File: config.mk
export PLATFORM = sky130hd
export DESIGN_NAME = heap_top_ctrl
export DESIGN_NICKNAME = d
export VERILOG_FILES = /design/src/rtl/heap_pkg.sv /design/src/rtl/heap_key_cmp.sv /design/src/rtl/heap_top_ctrl.sv
export SDC_FILE = /design/constraint.sdc
export NUM_CORES = 1
export LEC_CHECK = 0
export CORE_MARGIN = 4
export CORE_UTILIZATION = 43
export DETAILED_ROUTE_END_ITERATION = 8
export PLACE_DENSITY = 0.81
export SYNTH_ARGS = -nofsm -noshare
export SYNTH_HDL_FRONTEND = slang
export SYNTH_HIERARCHICAL = 1
export SYNTH_SLANG_ARGS = --single-unit
File: constraint.sdc
create_clock -name clk -period 4 [get_ports clk]
set_input_delay 0.6 -clock clk [delete_from_list [all_inputs] [get_ports clk]]
set_output_delay 0.6 -clock clk [all_outputs]
set_load 0.01 [all_outputs]
File: src/rtl/heap_pkg.sv
// Shared definitions for the pipelined min-heap: entry flags, sentinels,
// controller states and the entry ordering used by root and level nodes.
package heap_pkg;

   localparam logic [1:0] FLAG_NORM = 2'b00;
   localparam logic [1:0] FLAG_MIN  = 2'b01;
   localparam logic [1:0] FLAG_MAX  = 2'b11;

   localparam int DW_DEF = 32;
   localparam logic [DW_DEF-1:0] MAX_DATA  = {FLAG_MAX, {(DW_DEF-2){1'b0}}};
   localparam logic [DW_DEF-1:0] INIT_DATA = {FLAG_MIN, {(DW_DEF-2){1'b0}}};

   typedef enum logic [2:0] {
      S_IDLE,
      S_INIT,
      S_RUN,
      S_DRAIN,
      S_HOLD
   } state_e;

   // Sentinels order outside every normal key: MIN below, MAX above.
   function automatic logic cmp_lt(input logic [1:0] fa,
                                   input logic [1:0] fb,
                                   input logic       key_lt);
      logic r;
      r = 1'b0;
      if (fa == FLAG_MAX)
         r = 1'b0;
      else if (fa == FLAG_MIN)
         r = (fb != FLAG_MIN);
      else if (fb == FLAG_MAX)
         r = 1'b1;
      else if (fb == FLAG_MIN)
         r = 1'b0;
      else
         r = key_lt;
      return r;
   endfunction

   function automatic logic cmp_lte(input logic [1:0] fa,
                                    input logic [1:0] fb,
                                    input logic       key_lt,
                                    input logic       key_eq);
      logic same;
      same = (fa == fb) && ((fa != FLAG_NORM) || key_eq);
      return cmp_lt(fa, fb, key_lt) || same;
   endfunction

endpackage

File: src/rtl/heap_key_cmp.sv
// Combinational strict less-than between two heap entries,
// given as flag and key fields.
module heap_key_cmp #(
   parameter int KEY_WIDTH = 16
) (
   input  logic [1:0]           flag_a,
   input  logic [KEY_WIDTH-1:0] key_a,
   input  logic [1:0]           flag_b,
   input  logic [KEY_WIDTH-1:0] key_b,
   output logic                 lt
);
   import heap_pkg::*;

   assign lt = cmp_lt(flag_a, flag_b, key_a < key_b);

endmodule

File: src/rtl/heap_top_ctrl.sv
// Root controller of the pipelined min-heap: filters candidates against
// the root, issues replace-top sift-downs and drains in ascending order.
module heap_top_ctrl #(
   parameter int DATA_WIDTH = 32,
   parameter int KEY_WIDTH  = 16,
   parameter int ADDR_WIDTH = 5,
   parameter int LEVELS     = 5,
   parameter logic [DATA_WIDTH-1:0] INIT_DATA =
      {heap_pkg::FLAG_MIN, {(DATA_WIDTH-2){1'b0}}}
) (
   input  logic                  clk,
   input  logic                  rstn,
   input  logic                  start,
   input  logic                  drain_req,
   input  logic                  in_valid,
   output logic                  in_ready,
   input  logic [DATA_WIDTH-1:0] in_data,
   output logic                  out_valid,
   input  logic                  out_ready,
   output logic [DATA_WIDTH-1:0] out_data,
   output logic                  drain_done,
   output logic                  busy,
   output logic                  init,
   output logic                  pl_update,
   output logic [ADDR_WIDTH-1:0] pl_addr,
   output logic                  pl_branch,
   output logic [DATA_WIDTH-1:0] pl_data,
   input  logic                  up_we,
   input  logic [ADDR_WIDTH-1:0] up_addr,
   input  logic [DATA_WIDTH-1:0] up_data
);
   import heap_pkg::*;

   localparam int INIT_CYCLES = (1 << LEVELS) + 2;
   localparam int CW = $clog2(INIT_CYCLES + 1);
   localparam int FH = DATA_WIDTH - 1;
   localparam int FL = DATA_WIDTH - 2;
   localparam logic [DATA_WIDTH-1:0] MAX_D =
      {FLAG_MAX, {(DATA_WIDTH-2){1'b0}}};

   state_e                state_q, state_d;
   logic [DATA_WIDTH-1:0] root_q, root_d;
   logic [CW-1:0]         cnt_q, cnt_d;
   logic                  ret_drain_q, ret_drain_d;
   logic                  drain_pend_q, drain_pend_d;
   logic [1:0]            root_flag;
   logic [1:0]            in_flag;
   logic                  root_lt_in;

   assign root_flag = root_q[FH:FL];
   assign in_flag   = in_data[FH:FL];
   assign busy      = (state_q != S_IDLE);
   assign pl_addr   = '0;
   assign pl_branch = 1'b0;

   heap_key_cmp #(
      .KEY_WIDTH (KEY_WIDTH)
   ) u_cmp (
      .flag_a (root_flag),
      .key_a  (root_q[KEY_WIDTH-1:0]),
      .flag_b (in_flag),
      .key_b  (in_data[KEY_WIDTH-1:0]),
      .lt     (root_lt_in)
   );

   always_comb begin
      state_d      = state_q;
      root_d       = root_q;
      cnt_d        = cnt_q;
      ret_drain_d  = ret_drain_q;
      drain_pend_d = drain_pend_q;
      in_ready     = 1'b0;
      out_valid    = 1'b0;
      out_data     = '0;
      drain_done   = 1'b0;
      init         = 1'b0;
      pl_update    = 1'b0;
      pl_data      = '0;
      if (start) begin
         init         = 1'b1;
         root_d       = INIT_DATA;
         cnt_d        = '0;
         drain_pend_d = 1'b0;
         state_d      = S_INIT;
      end else begin
         unique case (state_q)
            S_IDLE: begin
            end
            S_INIT: begin
               cnt_d = cnt_q + CW'(1);
               if (cnt_q == CW'(INIT_CYCLES - 1))
                  state_d = S_RUN;
            end
            S_RUN: begin
               if (drain_pend_q) begin
                  state_d = S_DRAIN;
               end else begin
                  in_ready = 1'b1;
                  if (drain_req)
                     drain_pend_d = 1'b1;
                  if (in_valid && in_flag == FLAG_NORM && root_lt_in) begin
                     pl_update   = 1'b1;
                     pl_data     = in_data;
                     root_d      = in_data;
                     ret_drain_d = 1'b0;
                     state_d     = S_HOLD;
                  end
               end
            end
            S_HOLD: begin
               // Level-1 node returns the new minimum one cycle after issue.
               if (up_we && up_addr == '0)
                  root_d = up_data;
               if (drain_req && !ret_drain_q)
                  drain_pend_d = 1'b1;
               state_d = (drain_pend_q || ret_drain_q) ? S_DRAIN : S_RUN;
            end
            S_DRAIN: begin
               if (root_flag == FLAG_MAX) begin
                  drain_done   = 1'b1;
                  drain_pend_d = 1'b0;
                  state_d      = S_IDLE;
               end else if (root_flag != FLAG_NORM || out_ready) begin
                  out_valid   = (root_flag == FLAG_NORM);
                  out_data    = out_valid ? root_q : '0;
                  pl_update   = 1'b1;
                  pl_data     = MAX_D;
                  root_d      = MAX_D;
                  ret_drain_d = 1'b1;
                  state_d     = S_HOLD;
               end else begin
                  out_valid = 1'b1;
                  out_data  = root_q;
               end
            end
            default: state_d = S_IDLE;
         endcase
      end
   end

   always_ff @(posedge clk or negedge rstn) begin
      if (!rstn) begin
         state_q      <= S_IDLE;
         root_q       <= INIT_DATA;
         cnt_q        <= '0;
         ret_drain_q  <= 1'b0;
         drain_pend_q <= 1'b0;
      end else begin
         state_q      <= state_d;
         root_q       <= root_d;
         cnt_q        <= cnt_d;
         ret_drain_q  <= ret_drain_d;
         drain_pend_q <= drain_pend_d;
      end
   end

endmodule
# [After elaboration in Yosys (flattened, before gate mapping)]
# Index checks and enable logic that the tools add are counted.
[totals] regBits=43 in_bits=76 out_inout_bits=76 elab_cells=113
[op_classes] n_addsub=1 order_cmp=1 n_eq_ne=25 mux=60 n_bitwise=1 n_reduce_logical=20
[ops] operator="32-bit 2-to-1 mux" n=16
[ops] operator="32-bit one-hot mux with 3 select lines" n=1
[ops] operator="32-bit one-hot mux with 2 select lines" n=1
[ops] operator="1-bit 2-to-1 mux" n=30
[ops] operator="3-bit inequality test, second input constant" n=8
[ops] operator="3-bit 2-to-1 mux" n=6
[ops] operator="16-bit less-than comparator" n=1
[ops] operator="3-bit one-hot mux with 5 select lines" n=1
[ops] operator="6-bit 2-to-1 mux" n=2
[ops] operator="6-bit AND reduction" n=2
[ops] operator="2-bit inequality test, second input constant" n=5
[ops] operator="4-bit inequality test, second input constant" n=2
[ops] operator="6-bit by 1-bit adder with 6-bit output, second input constant" n=1
[ops] operator="3-bit by 2-bit equality test with 1-bit output, second input constant" n=2
[ops] operator="6-bit equality test, second input constant" n=1
[ops] operator="2-bit nonzero test" n=3
[ops] operator="5-bit zero test" n=1
[ops] operator="2-bit by 1-bit equality test with 1-bit output, second input constant" n=2
[ops] operator="2-bit equality test, second input constant" n=2
[ops] operator="1-bit logical AND" n=4
[ops] operator="2-bit zero test" n=2
[ops] operator="1-bit one-hot mux with 2 select lines" n=2
[ops] operator="4-bit AND reduction" n=1
[ops] operator="4-bit nonzero test" n=1
[ops] operator="other kinds (10)" n=11

# [Logic depth before layout (Yosys ltp)]
[depth] word_depth=10 mapped_depth=11 depth_no_buf=10

# [Cells and area by module]
# The synthesis kept the hierarchy.
[by_module_without_submodules] module="heap_top_ctrl" n_inst=1 cells_each=349 area_each_um2=3106.7 seq_area_each_um2=1077.3
[by_module_without_submodules] module="heap_key_cmp" n_inst=1 cells_each=57 area_each_um2=402.9 seq_area_each_um2=0.0

# [Worst setup path before layout]
# OpenSTA, ideal clock, no wires.
[synth_path] path_kind="input to register" startpoint="input port in_data[15]" endpoint="register root_q[0]" setup_time_ns=0.125 t_arrival_ns=3.061 t_required_ns=3.875 slack_ns=0.814 cell_stages=11 n_path_buf=1 cell_sequence="inv_1 ha_1 nand4_1 or3_1 a2111oi_2 o31ai_1 and4bb_2 a32o_2 o221ai_4 buf_12 mux2_4"
[synth_via] elab_chain_len=8
[synth_lines] element="start, declared" line="heap_top_ctrl.sv:17" text="input logic [DATA_WIDTH-1:0] in_data,"
[synth_lines] element="16-bit less-than comparator" line="heap_key_cmp.sv:14" text="assign lt = cmp_lt(flag_a, flag_b, key_a < key_b);"
[synth_lines] element="1-bit 2-to-1 mux" line="heap_pkg.sv:33" text="else if (fb == FLAG_MIN)"
[synth_lines] element="1-bit 2-to-1 mux" line="heap_pkg.sv:31" text="else if (fb == FLAG_MAX)"
[synth_lines] element="1-bit 2-to-1 mux" line="heap_pkg.sv:29" text="else if (fa == FLAG_MIN)"
[synth_lines] element="1-bit 2-to-1 mux" line="heap_pkg.sv:27" text="if (fa == FLAG_MAX)"
[synth_lines] element="via root_lt_in" line="heap_top_ctrl.sv:48" text="logic root_lt_in;"
[synth_lines] element="1-bit logical AND" line="heap_top_ctrl.sv:101" text="if (in_valid && in_flag == FLAG_NORM && root_lt_in) begin"
[synth_lines] element="3-bit inequality test (no source line)"
[synth_lines] element="6-bit AND reduction (no source line)"
[synth_lines] element="end signal, assigned" line="heap_top_ctrl.sv:150" text="root_q <= root_d;"
[synth_lines] element="end, declared" line="heap_top_ctrl.sv:42" text="logic [DATA_WIDTH-1:0] root_q, root_d;"
# The timed path passes the listed nets, and every way through them passes these cells.
# A chain may end at the register's enable or synchronous reset.

# [Worst setup path after layout]
[layout_path] startpoint="input port in_data[15]" endpoint="output port pl_data[14]"
[layout_via] elab_chain_len=10
[layout_lines] element="16-bit less-than comparator" line="heap_key_cmp.sv:14"
[layout_lines] element="1-bit 2-to-1 mux" line="heap_pkg.sv:33"
[layout_lines] element="1-bit 2-to-1 mux" line="heap_pkg.sv:31"
[layout_lines] element="1-bit 2-to-1 mux" line="heap_pkg.sv:29"
[layout_lines] element="1-bit 2-to-1 mux" line="heap_pkg.sv:27"
[layout_lines] element="via root_lt_in" line="heap_top_ctrl.sv:48"
[layout_lines] element="1-bit logical AND" line="heap_top_ctrl.sv:101"
[layout_lines] element="32-bit 2-to-1 mux" line="heap_top_ctrl.sv:101"
[layout_lines] element="32-bit 2-to-1 mux" line="heap_top_ctrl.sv:95" text="if (drain_pend_q) begin"
[layout_lines] element="32-bit one-hot mux with 2 select lines" line="heap_top_ctrl.sv:86" text="unique case (state_q)"
[layout_lines] element="32-bit 2-to-1 mux" line="heap_top_ctrl.sv:79" text="if (start) begin"
[layout_lines] element="end, declared" line="heap_top_ctrl.sv:27" text="output logic [DATA_WIDTH-1:0] pl_data,"
# The timed path passes the listed nets, and every way through them passes these cells.

==> flow_summary.yaml <==
status:
  status: "completed"
synthesis:
  avgSynthCellArea_um2: 8.644
  synth.distinct_cells: 55
  synth_cells: 406
  synth.cells.most_frequent: "45 x nand2_1, 42 x dfrtp_1, 32 x and2_1, 32 x and3_1, 25 x a21oi_1"
  ys_ff_latch: 43
  synth_top_area_share: 0.2995
  synthFlopType: "dfrtp_1"
  yosys_warnings: 6
  async_flop_share: 1.000
  yosys.area.top_type: "dfrtp_1"
  synth_most_common_cell: "nand2_1"
  ys_seq_area_frac: 0.3070
  synth_area_leaders: "dfrtp_1 30%, mux2_4 7.3%, ha_1 6.1%"
  synth-edff-count: 0
  netlist_area_um2: 3510
clock_tree:
  cts_tree: "done"
  clk_pin_slew_worst_paths_ns: 0.08
  cts_buffers: 5
  clock-root-buffer: "clkbuf_8"
  cts_buffer_depth: 2
  clk_latency_ns: 0.30
  h-tree-depth: 2
  postCtsSetupBuffers: 0
  clock-sinks: 43
  ctsHoldBuffers: 0
power_and_ir_drop:
  power_frac_comb: 0.229
  p_seq_frac: 0.439
  ir_drop_mv: 0.1374
  p_clk_frac: 0.332
  power.density_nw_per_um2: 210.3
  swShare: 0.2617
  p_int_uw: 801.9
  p_sw_uw: 284.2
  total_leakage_power_nw: 2.554
worst_setup_path:
  timing.rr.start: "root_q[13]"
  worstSetupPathType: "primary input to output pin"
  cp-endpoint: "pl_data[14]"
  cp.required_ns: 3.40
  r2r_cells: 11
  r2r-end: "root_q[14]"
  start_kind: "primary input"
  crit_start: "in_data[15]"
  worst-endpoint-arrival_ns: 3.25
  critPathMaxFanout: 16
  r2r_slack_ns: 0.83
  end_kind: "output pin"
floorplanning:
  num_io_pins: 152
  die_y_um: 98.35
  placeableCoreArea_um2: 7848
  die_area_um2: 9672
  start_util: 0.4472
  die_w_um: 98.35
  num_rows: 32
timing:
  final_max_slew_viol_count: 0
  setup_tns_ns: 0
  fmax_ghz: 0.2597
  rsz0062_at_grt: "no"
  period_needed_ns: 3.851
  hold_slack_ns: 0.4696
  setup_viol: 0
  skew_ns: 0.004987
  final-hold-violation-count: 0
  maxSlewHeadroom: 0.3203
  fin_crit_sh: 0.9627
  tightest_slew_ns: 1.020
detailed_routing:
  vias: 3479
  postRouteAntennaNets: 0
  viasPerCell: 5.369
  drc: 0
  post_drt_wl_per_cell_um: 16.99
  drt_iter0_markers: 131
  firstDrtPassIters: 4
  wirelength_um: 11010
final_layout:
  utilization: 0.6582
  syn_to_final_growth_pct: 47.17
  antenna_cells: 0
  fillers: 677
  stdcell_count: 648
  finalNetCount: 638
  drive_gt1_frac: 0.1227
placed_design:
  port_buffers: 143
  dp_cells: 640
  dp_hpwl_um: 8194
  gp_congestion: 0.8240
global_routing:
  grt_max_degree: 47
  antenna_found_initial: 0
  grt_pass1_wl_um: 17190
  gr-usage-all-layers: 0.2161
  grt-ovfl-total: 0
  grt_pass1_vias: 3508
run:
  maxCapViolations: 0
min_path:
  hold_class: "primary input to asynchronous set/reset pin"
## kinds of logic after synthesis
logic type / after synthesis / synth area share
AND/OR/NAND/NOR: 184 / 0.2916
buffers and inverters: 62 / 0.08877
other: 1 / 0.001068
flip-flops: 43 / 0.3070
XOR/XNOR: 5 / 0.01248
AO/OA/AOI/OAI: 61 / 0.1194
multiplexers: 33 / 0.1191
adder cells (fa/ha/maj): 17 / 0.06060
## area by class of cell
type	instances	area (um2)	area share
clock buffer	6	82.58	0.01599
clock inverter	2	35.03	0.006783
inverter	23	86.33	0.01672
multi-input combinational	308	2196	0.4251
sequential	43	1077	0.2086
tap	102	127.6	0.02471
timing repair buffer	164	1560	0.3021
## state kept, by name, summed over array words and instances, names as in the netlist
signal / cells
root_q: 32
state_q: 3
cnt_q: 6
drain_pend_q: 1
ret_drain_q: 1
## cells in the final DEF (no fill, tap or decap), drive strengths merged, types with 4 or more instances in the layout
master,count
and2,32
dfrtp,42
a22oi,14
ha,17
a21oi,25
o21ai,5
nor3,4
dlygate4sd2,29
buf,23
nor2,11
clkbuf,7
nand2,45
mux2i,14
and3,32
inv,22
conb,8
or3,4
clkdlybuf4s50,109
nor2b,18
xor2,4
nand4,5
nand3,21
mux2,19
## metal layers
metal  part of all wire  up-vias  track usage  wire length, um
met3              0.077        8      0.04929              852
met5                  0        -            0                0
met2               0.50      135       0.3931             5509
met4             0.0052        0      0.03151               57
met1               0.42     1665       0.2652             4587
li1                   -     1671            -                -
## worst max-delay path: stages
cell             delay, ns
clkdlybuf4s50_1       0.51
inv_1                 0.09
ha_4                  0.28
nand4_1               0.11
or3_4                 0.38
a2111oi_4             0.26
o31ai_1               0.11
and4bb_2              0.27
buf_6                 0.16
and3_1                0.19
dlygate4sd2_1         0.29
## metrics by stage
stage	instance area (um2)	setup WS, ns	power [mW]
4_1_cts	5127	0.01481	1.085
6_report	5165	0.1493	1.086
5_1_grt	5165	0.008886	1.137
3_3_place_gp	5042	-0.1796	0.7196
2_1_floorplan	3536	0.8136	0.6050
3_5_place_dp	5042	-0.2509	0.7275
## repair_timing
item / in CTS / in global routing
setup endpoints to repair: 31 / 31
pin swaps: 0 / 4
gates cloned: 0 / 0
gates resized for setup: 33 / 9
## worst min-delay path by stage
stage          cells after the start          end  slack [ns]
6_report                           1    root_q[8]        0.47
2_1_floorplan                      0     cnt_q[0]        0.30
4_1_cts                            1    root_q[8]        0.49
3_5_place_dp                       1  ret_drain_q        0.48
5_1_grt                            1    root_q[8]        0.53
3_3_place_gp                       1  ret_drain_q        0.49
## power by group through the flow
stage | sequential (mW) | combinational [mW] | clock, mW
after detailed placement | 0.485 | 0.242 | 0
after global routing | 0.481 | 0.272 | 0.384
after CTS | 0.477 | 0.245 | 0.364
final | 0.477 | 0.249 | 0.360
after global placement | 0.484 | 0.236 | 0
after floorplan | 0.479 | 0.126 | 0
No activity file was read; power rests on OpenSTA's default activity.
